[config.mk]
export PLATFORM = sky130hd
export DESIGN_NAME = date_counter
export DESIGN_NICKNAME = d
export VERILOG_FILES = /design/src/rtl/clock_pkg.sv /design/src/rtl/month_len.sv /design/src/rtl/date_counter.sv
export SDC_FILE = /design/constraint.sdc
export NUM_CORES = 1
export LEC_CHECK = 0
export CAP_MARGIN = 20
export CORE_MARGIN = 4
export CORE_UTILIZATION = 25
export DETAILED_ROUTE_END_ITERATION = 7
export PLACE_DENSITY = 0.44
export SETUP_SLACK_MARGIN = 0.2
export SLEW_MARGIN = 20
export SYNTH_ARGS = -nofsm -noshare
export SYNTH_HDL_FRONTEND = slang
export SYNTH_SLANG_ARGS = --single-unit
[constraint.sdc]
create_clock -name clk -period 3.8 [get_ports clk]
set_input_delay 0.57 -clock clk [delete_from_list [all_inputs] [get_ports clk]]
set_output_delay 0.57 -clock clk [all_outputs]
set_load 0.02 [all_outputs]
[src/rtl/clock_pkg.sv]
// Shared constants for the calendar stage: field-select codes, reset date, year limit and port widths.
package clock_pkg;

  localparam int DAY_W   = 5;
  localparam int MONTH_W = 4;
  localparam int YEAR_W  = 14;

  localparam logic [1:0] FIELD_DAY   = 2'd0;
  localparam logic [1:0] FIELD_MONTH = 2'd1;
  localparam logic [1:0] FIELD_YEAR  = 2'd2;
  localparam logic [1:0] FIELD_NONE  = 2'd3;

  localparam logic [YEAR_W-1:0]  YEAR_MAX  = 14'd9999;
  localparam logic [DAY_W-1:0]   RST_DAY   = 5'd1;
  localparam logic [MONTH_W-1:0] RST_MONTH = 4'd1;
  localparam logic [YEAR_W-1:0]  RST_YEAR  = 14'd2000;

  // Limit a day value to the length of the month it will live in.
  function automatic logic [DAY_W-1:0] clamp_day(input logic [DAY_W-1:0] day,
                                                 input logic [DAY_W-1:0] dim);
    clamp_day = (day > dim) ? dim : day;
  endfunction

endpackage

[src/rtl/month_len.sv]
// Days-in-month lookup with leap-year evaluation.
// Define LEAP_GREGORIAN_EN for the full Gregorian rule; otherwise every year divisible by 4 is leap.
module month_len
  import clock_pkg::*;
(
  input  logic [MONTH_W-1:0] month,
  input  logic [YEAR_W-1:0]  year,
  output logic [DAY_W-1:0]   dim
);

  logic leap_s;

`ifdef LEAP_GREGORIAN_EN
  assign leap_s = ((year[1:0] == 2'd0) && ((year % 14'd100) != 14'd0)) ||
                  ((year % 14'd400) == 14'd0);
`else
  assign leap_s = (year[1:0] == 2'd0);
`endif

  // Month length lookup
  always_comb begin
    dim = 5'd31;
    case (month)
      4'd2:    dim = leap_s ? 5'd29 : 5'd28;
      4'd4,
      4'd6,
      4'd9,
      4'd11:   dim = 5'd30;
      default: dim = 5'd31;
    endcase
  end

endmodule

[src/rtl/date_counter.sv]
// Day/month/year calendar counter fed by the hour stage, with manual field adjust in set mode.
// Leap-year rule selected by LEAP_GREGORIAN_EN (see month_len).
module date_counter
  import clock_pkg::*;
(
  input  logic               clk,
  input  logic               rst,
  input  logic               inc,
  input  logic               dec,
  input  logic               ctrl_set,
  input  logic [1:0]         sel_field,
  input  logic               carry_in_hour,
  output logic [DAY_W-1:0]   day_count,
  output logic [MONTH_W-1:0] month_count,
  output logic [YEAR_W-1:0]  year_count,
  output logic               carry_out
);

  logic [DAY_W-1:0]   day_q, day_d, day_raw_s;
  logic [MONTH_W-1:0] month_q, month_d;
  logic [YEAR_W-1:0]  year_q, year_d;
  logic [DAY_W-1:0]   dim_cur_s, dim_new_s;

  month_len u_len_cur (.month(month_q), .year(year_q), .dim(dim_cur_s));
  // Length of the month the date is moving into, used to clamp the day after month/year edits.
  month_len u_len_new (.month(month_d), .year(year_d), .dim(dim_new_s));

  // Next-date computation: run-mode advance or set-mode field adjust
  always_comb begin
    day_raw_s = day_q;
    month_d   = month_q;
    year_d    = year_q;
    if (!ctrl_set) begin
      if (carry_in_hour) begin
        if (day_q < dim_cur_s) begin
          day_raw_s = day_q + 5'd1;
        end else begin
          day_raw_s = 5'd1;
          if (month_q < 4'd12) begin
            month_d = month_q + 4'd1;
          end else begin
            month_d = 4'd1;
            year_d  = (year_q >= YEAR_MAX) ? 14'd0 : year_q + 14'd1;
          end
        end
      end else begin
        day_raw_s = day_q;
      end
    end else if (inc || dec) begin
      case (sel_field)
        FIELD_DAY: begin
          if (inc) begin
            day_raw_s = (day_q >= dim_cur_s) ? 5'd1 : day_q + 5'd1;
          end else begin
            day_raw_s = (day_q <= 5'd1) ? dim_cur_s : day_q - 5'd1;
          end
        end
        FIELD_MONTH: begin
          if (inc) begin
            month_d = (month_q >= 4'd12) ? 4'd1 : month_q + 4'd1;
          end else begin
            month_d = (month_q <= 4'd1) ? 4'd12 : month_q - 4'd1;
          end
        end
        FIELD_YEAR: begin
          if (inc) begin
            year_d = (year_q >= YEAR_MAX) ? 14'd0 : year_q + 14'd1;
          end else begin
            year_d = (year_q == 14'd0) ? YEAR_MAX : year_q - 14'd1;
          end
        end
        default: begin
          day_raw_s = day_q;
        end
      endcase
    end else begin
      day_raw_s = day_q;
    end
    day_d = clamp_day(day_raw_s, dim_new_s);
  end

  // Date registers
  always_ff @(posedge clk or posedge rst) begin
    if (rst) begin
      day_q   <= RST_DAY;
      month_q <= RST_MONTH;
      year_q  <= RST_YEAR;
    end else begin
      day_q   <= day_d;
      month_q <= month_d;
      year_q  <= year_d;
    end
  end

  assign day_count   = day_q;
  assign month_count = month_q;
  assign year_count  = year_q;

  assign carry_out = ~rst & carry_in_hour & ~ctrl_set & (day_q == 5'd31) &
                     (month_q == 4'd12) & (year_q == YEAR_MAX);

endmodule

Yosys cells after proc, flatten, opt, wreduce, memory -nomap -nowiden
Cells that the tools add are included.
{"block": "word_totals", "latchBits": 0, "mem_count": 0, "romBits": 0, "ramBits": 0, "input_bits": 8, "regBits": 23}
{"block": "op_classes", "order_cmp": 8, "shifts": 0, "n_reduce_logical": 9, "eq_ne": 19, "addsub": 6, "multipliers": 0, "muxes": 31, "div": 0, "bitwise_logic": 7}
{"cell": "$mux 14", "n": 9}
{"cell": "$mux 5", "n": 9}
{"cell": "$mux 4", "n": 9}
{"cell": "$eq 4x4->1 const B", "n": 5}
{"cell": "$pmux 5 s2", "n": 2}
{"cell": "$eq 4x3->1 const B", "n": 4}
{"cell": "$add 14x1->14 const B", "n": 1}
{"cell": "$eq 14x14->1 const B", "n": 1}
{"cell": "$ge 14x14->1 const B", "n": 1}
{"cell": "$logic_not 14->1", "n": 1}
{"cell": "$sub 14x1->14 const B", "n": 1}
{"cell": "$eq 4x2->1 const B", "n": 2}
{"cell": "$reduce_or 4->1", "n": 2}
{"cell": "$logic_not 2->1", "n": 3}
{"cell": "$add 5x1->5 const B", "n": 1}
{"cell": "$and 1x1->1", "n": 5}
{"cell": "$eq 5x5->1 const B", "n": 1}
{"cell": "$ge 5x5->1", "n": 1}
{"cell": "$gt 5x5->1", "n": 1}
{"cell": "$le 5x1->1 const B", "n": 1}
{"cell": "$lt 5x5->1", "n": 1}
{"cell": "$reduce_and 5->1", "n": 1}
{"cell": "$sub 5x1->5 const B", "n": 1}
{"cell": "$add 4x1->4 const B", "n": 1}
{"cell": "12 further kinds", "n": 16}

Longest topological paths before layout
{"block": "logic_depth", "ltp_word": 12, "ltp_mapped": 20, "ltp_nobuf": 19}

Modules after synthesis
A second synthesis with hierarchy kept.
{"block": "hier_totals", "hier_cells": 438, "area_unflattened_um2": 3203.1}
{"mod": "date_counter", "n_inst": 1, "cells_per_inst": 418, "area_per_inst_um2": 3057.9}
{"mod": "month_len", "n_inst": 2, "cells_per_inst": 10, "area_per_inst_um2": 72.6}

Least setup slack after synthesis
Ideal clock, no wire load.
{"block": "synth_path", "kind": "flip-flop to flip-flop", "from": "reg month_q[0], in the netlist month_count[0]", "to": "reg day_q[0], in the netlist day_count[0]", "slack_ps": -99, "path_buffers": 1, "period_less_slack_ps": 3899, "arrival_ps": 3815, "path_stages_with_launch": 18, "cell_sequence": "dfstp_2 > clkbuf_1 > inv_1 > ha_1 > inv_1 > nor3_1 > ha_1 > nor2b_1 > o211ai_2 > or4_1 > a21oi_1 > nor3_1 > and3_1 > ha_1 > a21oi_1 > a21oi_1 > nand4_1 > mux2_1"}
{"block": "synth_via", "elab_chain_cells": 12, "elab_cells_between_ends": 46, "classes_between": "add/sub: 2; order compare: 6; eq/ne: 10; mux: 25; reduce/logical: 3"}
{"element": "from (decl)", "line": "date_counter.sv:20", "rtl": "logic [MONTH_W-1:0] month_q, month_d;"}
{"element": "from (signal assigned)", "line": "date_counter.sv:90", "rtl": "month_q <= month_d;"}
{"element": "$eq 4x3->1 / $eq 4x4->1 (equally long branches)", "line": "month_len.sv:23", "rtl": "case (month)"}
{"element": "$reduce_or 4->1", "line": "month_len.sv:23"}
{"element": "$pmux 5 s2", "line": "month_len.sv:23"}
{"element": "$lt 5x5->1", "line": "date_counter.sv:35", "rtl": "if (day_q < dim_cur_s) begin"}
{"element": "$mux 4 / $mux 14 (equally long branches)", "line": "date_counter.sv:35"}
{"element": "$mux 4 / $mux 14 (equally long branches)", "line": "date_counter.sv:34", "rtl": "if (carry_in_hour) begin"}
{"element": "$mux 4 / $mux 14 (equally long branches)", "line": "date_counter.sv:33", "rtl": "if (!ctrl_set) begin"}
{"element": "$eq 4x3->1, or another cell as far along", "line": "month_len.sv:23"}
{"element": "$reduce_or 4->1 / $mux 1 (equally long branches)", "line": "month_len.sv:23, month_len.sv:24"}
{"element": "$pmux 5 s2", "line": "month_len.sv:23"}
{"element": "$gt 5x5->1", "line": "clock_pkg.sv:21", "rtl": "clamp_day = (day > dim) ? dim : day;"}
{"element": "$mux 5 (*)", "line": "clock_pkg.sv:21"}
{"element": "net day_d[0]", "line": "date_counter.sv:19", "rtl": "logic [DAY_W-1:0] day_q, day_d, day_raw_s;"}
{"element": "to (signal assigned)", "line": "date_counter.sv:89", "rtl": "day_q <= day_d;"}
{"element": "to (decl)", "line": "date_counter.sv:19"}
Mark *: on every way through the listed nets, which the timed path passes. The rest lies on a longest branch. The select of a mux whose other input is x is not followed.
A chain may end at the register's enable or synchronous reset.

Worst setup path after layout
Same ends and word-level chain as after synthesis.

==> reports/qor.log <==
[run_status] outcome complete, no violations
[finish] number of inserted filler cells in the final layout 1121
[finish] number of inserted diodes 0
[detailed_routing] via count 2885
[detailed_routing] total wirelength of the detailed-routed design 9.329 mm
[die] Starting Density 25.76%
[finish] share of the core filled with cells in the final layout 34.41%
[synthesis] Area contributors post-synth sky130_fd_sc_hd__dfrtp_1 14%, sky130_fd_sc_hd__dfstp_2 7.9%, sky130_fd_sc_hd__ha_1 7.5%
[cts] TritonCTS clock tree yes
[worst_setup_path] Worst Path Arrival 3.96 ns
[worst_setup_path] CP Capture Type flip-flop
[sta] Relative slew margins 59.97%
[sta] Final setup viols 0
[synthesis] count of yosys warnings during synthesis 0
[hold_path] worst hold path type in -> async
[die] number of cell rows 37
[detailed_routing] routed wire length per instance 17.31 microns
[sta] highest achievable clock rate 266.8 MHz
[cts] number of H-tree branching levels 1
[finish] post-layout net count 428
[global_routing] pin count of the biggest net entering global routing 24
[synthesis] library cell with the highest instance count after synthesis sky130_fd_sc_hd__nand2_1
[place] last weighted congestion value of the routability-driven placer 0.8239
[synthesis] number of synthesized flops with an enable pin 0
[detailed_routing] remaining design rule violation count 0
[synthesis] proportion of synthesized flip-flops having asynchronous set or reset 100.0%
[cts] source-to-sink clock delay at the later pin of the worst-skew pair 0.28 ns
[die] area of the core 10370 sq um
[synthesis] share of the yosys chip area belonging to registers 21.92%
[detailed_routing] Avg Vias per Cell 5.353
[cts] number of hold-repair buffers added at the cts stage 0
[global_routing] overall routing resource usage 14.93%
[cts] total clock sinks 23
[place] number of instances in the placed design 520
[power_and_ir_drop] Power Density 720.0 nW/um^2
[job] max-capacitance violation count 0
[worst_setup_path] Worst Path Class, Setup reg -> reg
[finish] Layout area overhead 33.58%
[worst_setup_path] worst endpoint required time 4.01 ns
[synthesis] Yosys top cell area share 14.05%
[die] Die Y 111.4 microns
[sta] number of max-slew violations in the final report 0
[sta] unrepaired setup endpoints after global routing yes
[die] Top Ports 32
[synthesis] mean instance size in the synthesized netlist 7.698 sq um
[worst_setup_path] kind of start point of the critical path flip-flop
[cts] clock-pin slew of the registers on the worst-case setup and hold paths 0.10 ns
[synthesis] number of instances in the synthesized netlist 347
[detailed_routing] number of detailed-routing iterations run before antenna repair 4
[sta] worst slew pin tran 0.5958 ns
[place] dpl cell area 3299 sq um
[synthesis] top cells by instance count after synthesis 38 x sky130_fd_sc_hd__nand2_1, 27 x sky130_fd_sc_hd__o21ai_0, 25 x sky130_fd_sc_hd__nor2_1, 22 x sky130_fd_sc_hd__inv_1
[synthesis] total of flip-flops plus latches after synthesis 23
[finish] final std cell area, no fill 3568 sq um
[cts] clock tree root driver cell sky130_fd_sc_hd__clkbuf_8
[sta] clock period minus worst slack 3.748 ns
[die] horizontal extent of the die 111.4 microns
[global_routing] number of global-route vias before repair 2903
[finish] final cell count without fillers 539
[synthesis] count of unique library cells instantiated by Yosys 68
[power_and_ir_drop] worst supply voltage drop on vdd 0.3025 mV
[cts] CTS Buffer Depth 2
[power_and_ir_drop] overall power of the completed layout 2.569 mW
[synthesis] most area-hungry cell type in the Yosys netlist sky130_fd_sc_hd__dfrtp_1
[cts] CTS Buf Count 3
[detailed_routing] Antenna Nets Post-Route 0
[global_routing] total congestion overflow 0
[sta] Hold Vio Cnt, Final 0
[synthesis] Syn Std Cell Area 2671 sq um
[place] Detailed Place HPWL 6.850 mm
[power_and_ir_drop] Leakage 1.477 nW
[sta] final-layout setup total negative slack 0 ns
[synthesis] total nets after synthesis 371
[global_routing] first-pass GRT wire length 15.32 mm
[worst_setup_path] maximum fanout count along the critical path 5
[global_routing] number of antenna violations at the first check in global routing 0
[finish] share of post-route cells with drive strength above 1 23.33%
[synthesis] most used flip-flop cell after synthesis sky130_fd_sc_hd__dfrtp_1
[sta] setup clock skew after layout 0.005715 ns
[die] total die area 12400 sq um
[place] I/O Buffers 31
[sta] final critical-path share of the clock period 98.64%
[detailed_routing] starting DRC count in detailed routing 109
report_power, final:
part	switching, mW	internal (mW)
logic	0.947	0.857
clock network	0.0957	0.0737
registers	0.224	0.372
worst max-delay path, cell delays in order, from the launching register on:
cell                      delay (ns)
sky130_fd_sc_hd__dfstp_2        0.65
sky130_fd_sc_hd__ha_4           0.17
sky130_fd_sc_hd__nor2_1         0.04
sky130_fd_sc_hd__o21ai_1        0.16
sky130_fd_sc_hd__o21ai_2        0.09
sky130_fd_sc_hd__buf_4          0.14
sky130_fd_sc_hd__buf_4          0.12
sky130_fd_sc_hd__buf_4          0.12
sky130_fd_sc_hd__buf_4          0.12
sky130_fd_sc_hd__buf_4          0.12
sky130_fd_sc_hd__buf_4          0.12
sky130_fd_sc_hd__buf_4          0.12
sky130_fd_sc_hd__buf_4          0.12
sky130_fd_sc_hd__buf_4          0.12
sky130_fd_sc_hd__buf_4          0.13
sky130_fd_sc_hd__nor3_4         0.16
sky130_fd_sc_hd__o21ai_1        0.09
sky130_fd_sc_hd__o211a_1        0.15
sky130_fd_sc_hd__inv_1          0.06
sky130_fd_sc_hd__ha_1           0.22
sky130_fd_sc_hd__a21oi_2        0.13
sky130_fd_sc_hd__nand4_1        0.19
sky130_fd_sc_hd__mux2_4         0.34
layout make-up:
type	instances	area, sq um	share of cell area, %
multi-input cells	281	2034	57.01
clock buffers	3	41.29	1.157
flip-flops and latches	23	586.8	16.44
well taps	136	170.2	4.769
inverters	22	85.08	2.384
repair buffers	73	645.6	18.09
clock inverters	1	5.005	0.1403
cells by family (layout without fill, tap and decap cells):
kind of cell | Yosys count | after routing | synth area share, %
multiplexers | 6 | 6 | 2.389
flip-flops | 23 | 23 | 21.92
XOR/XNOR | 13 | 13 | 4.262
AO/OA/AOI/OAI | 115 | 115 | 31.20
adder cells (fa/ha/maj) | 16 | 16 | 7.494
buffers and inverters | 43 | 99 | 6.932
AND/OR/NAND/NOR | 131 | 131 | 25.81
layout by cell type (no fill, tap or decap), types with 6 or more instances in the layout:
cell type,count
sky130_fd_sc_hd__o22ai_1,6
sky130_fd_sc_hd__o21ai_1,10
sky130_fd_sc_hd__a21oi_1,14
sky130_fd_sc_hd__o21ai_0,22
sky130_fd_sc_hd__nor2_1,24
sky130_fd_sc_hd__and3_1,11
sky130_fd_sc_hd__ha_1,11
sky130_fd_sc_hd__nand3_1,9
sky130_fd_sc_hd__dfstp_2,8
sky130_fd_sc_hd__nand2_1,38
sky130_fd_sc_hd__buf_4,41
sky130_fd_sc_hd__clkdlybuf4s50_1,31
sky130_fd_sc_hd__inv_1,18
sky130_fd_sc_hd__nor3_1,10
sky130_fd_sc_hd__dfrtp_1,14
sky130_fd_sc_hd__xnor2_1,8
flip-flops by register name (all words and copies together), names as in the netlist:
name,cells
year_count,14
day_count,5
month_count,4
metal layers:
layer | track usage [%] | share of wire, %
met1 | 18.82 | 45
met2 | 26.02 | 49
met3 | 2.446 | 3.7
met4 | 4.785 | 2.9
met5 | 0 | 0
worst paths after layout:
path,cells past startpoint,start,to,slack [ns]
worst max-delay path,22,month_count[0],day_count[0],0.05
worst min-delay path,2,rst,day_count[3],0.55
worst max register to register,22,month_count[0],day_count[0],0.05
worst min register to register,2,year_count[6],year_count[6],0.59
max in group asynchronous,3,rst,month_count[0],2.80
min in group clk,2,year_count[6],year_count[6],0.59
stage by stage:
stage               hold WS (ns)  worst slack [ns]
floorplan                 0.5660            0.2074
global placement          0.5751          0.007159
detailed placement        0.5839           -0.1427
CTS                       0.5967            0.1390
global route              0.5567           -0.1177
finish                    0.5452           0.05184
what timing repair did:
item | in CTS | in global routing
buffers inserted | 12 | 2
resized for setup | 12 | 10
pin swaps | 7 | 2
setup endpoints to repair | 2 | 2
Note: power is estimated with default switching activity, not from simulation.
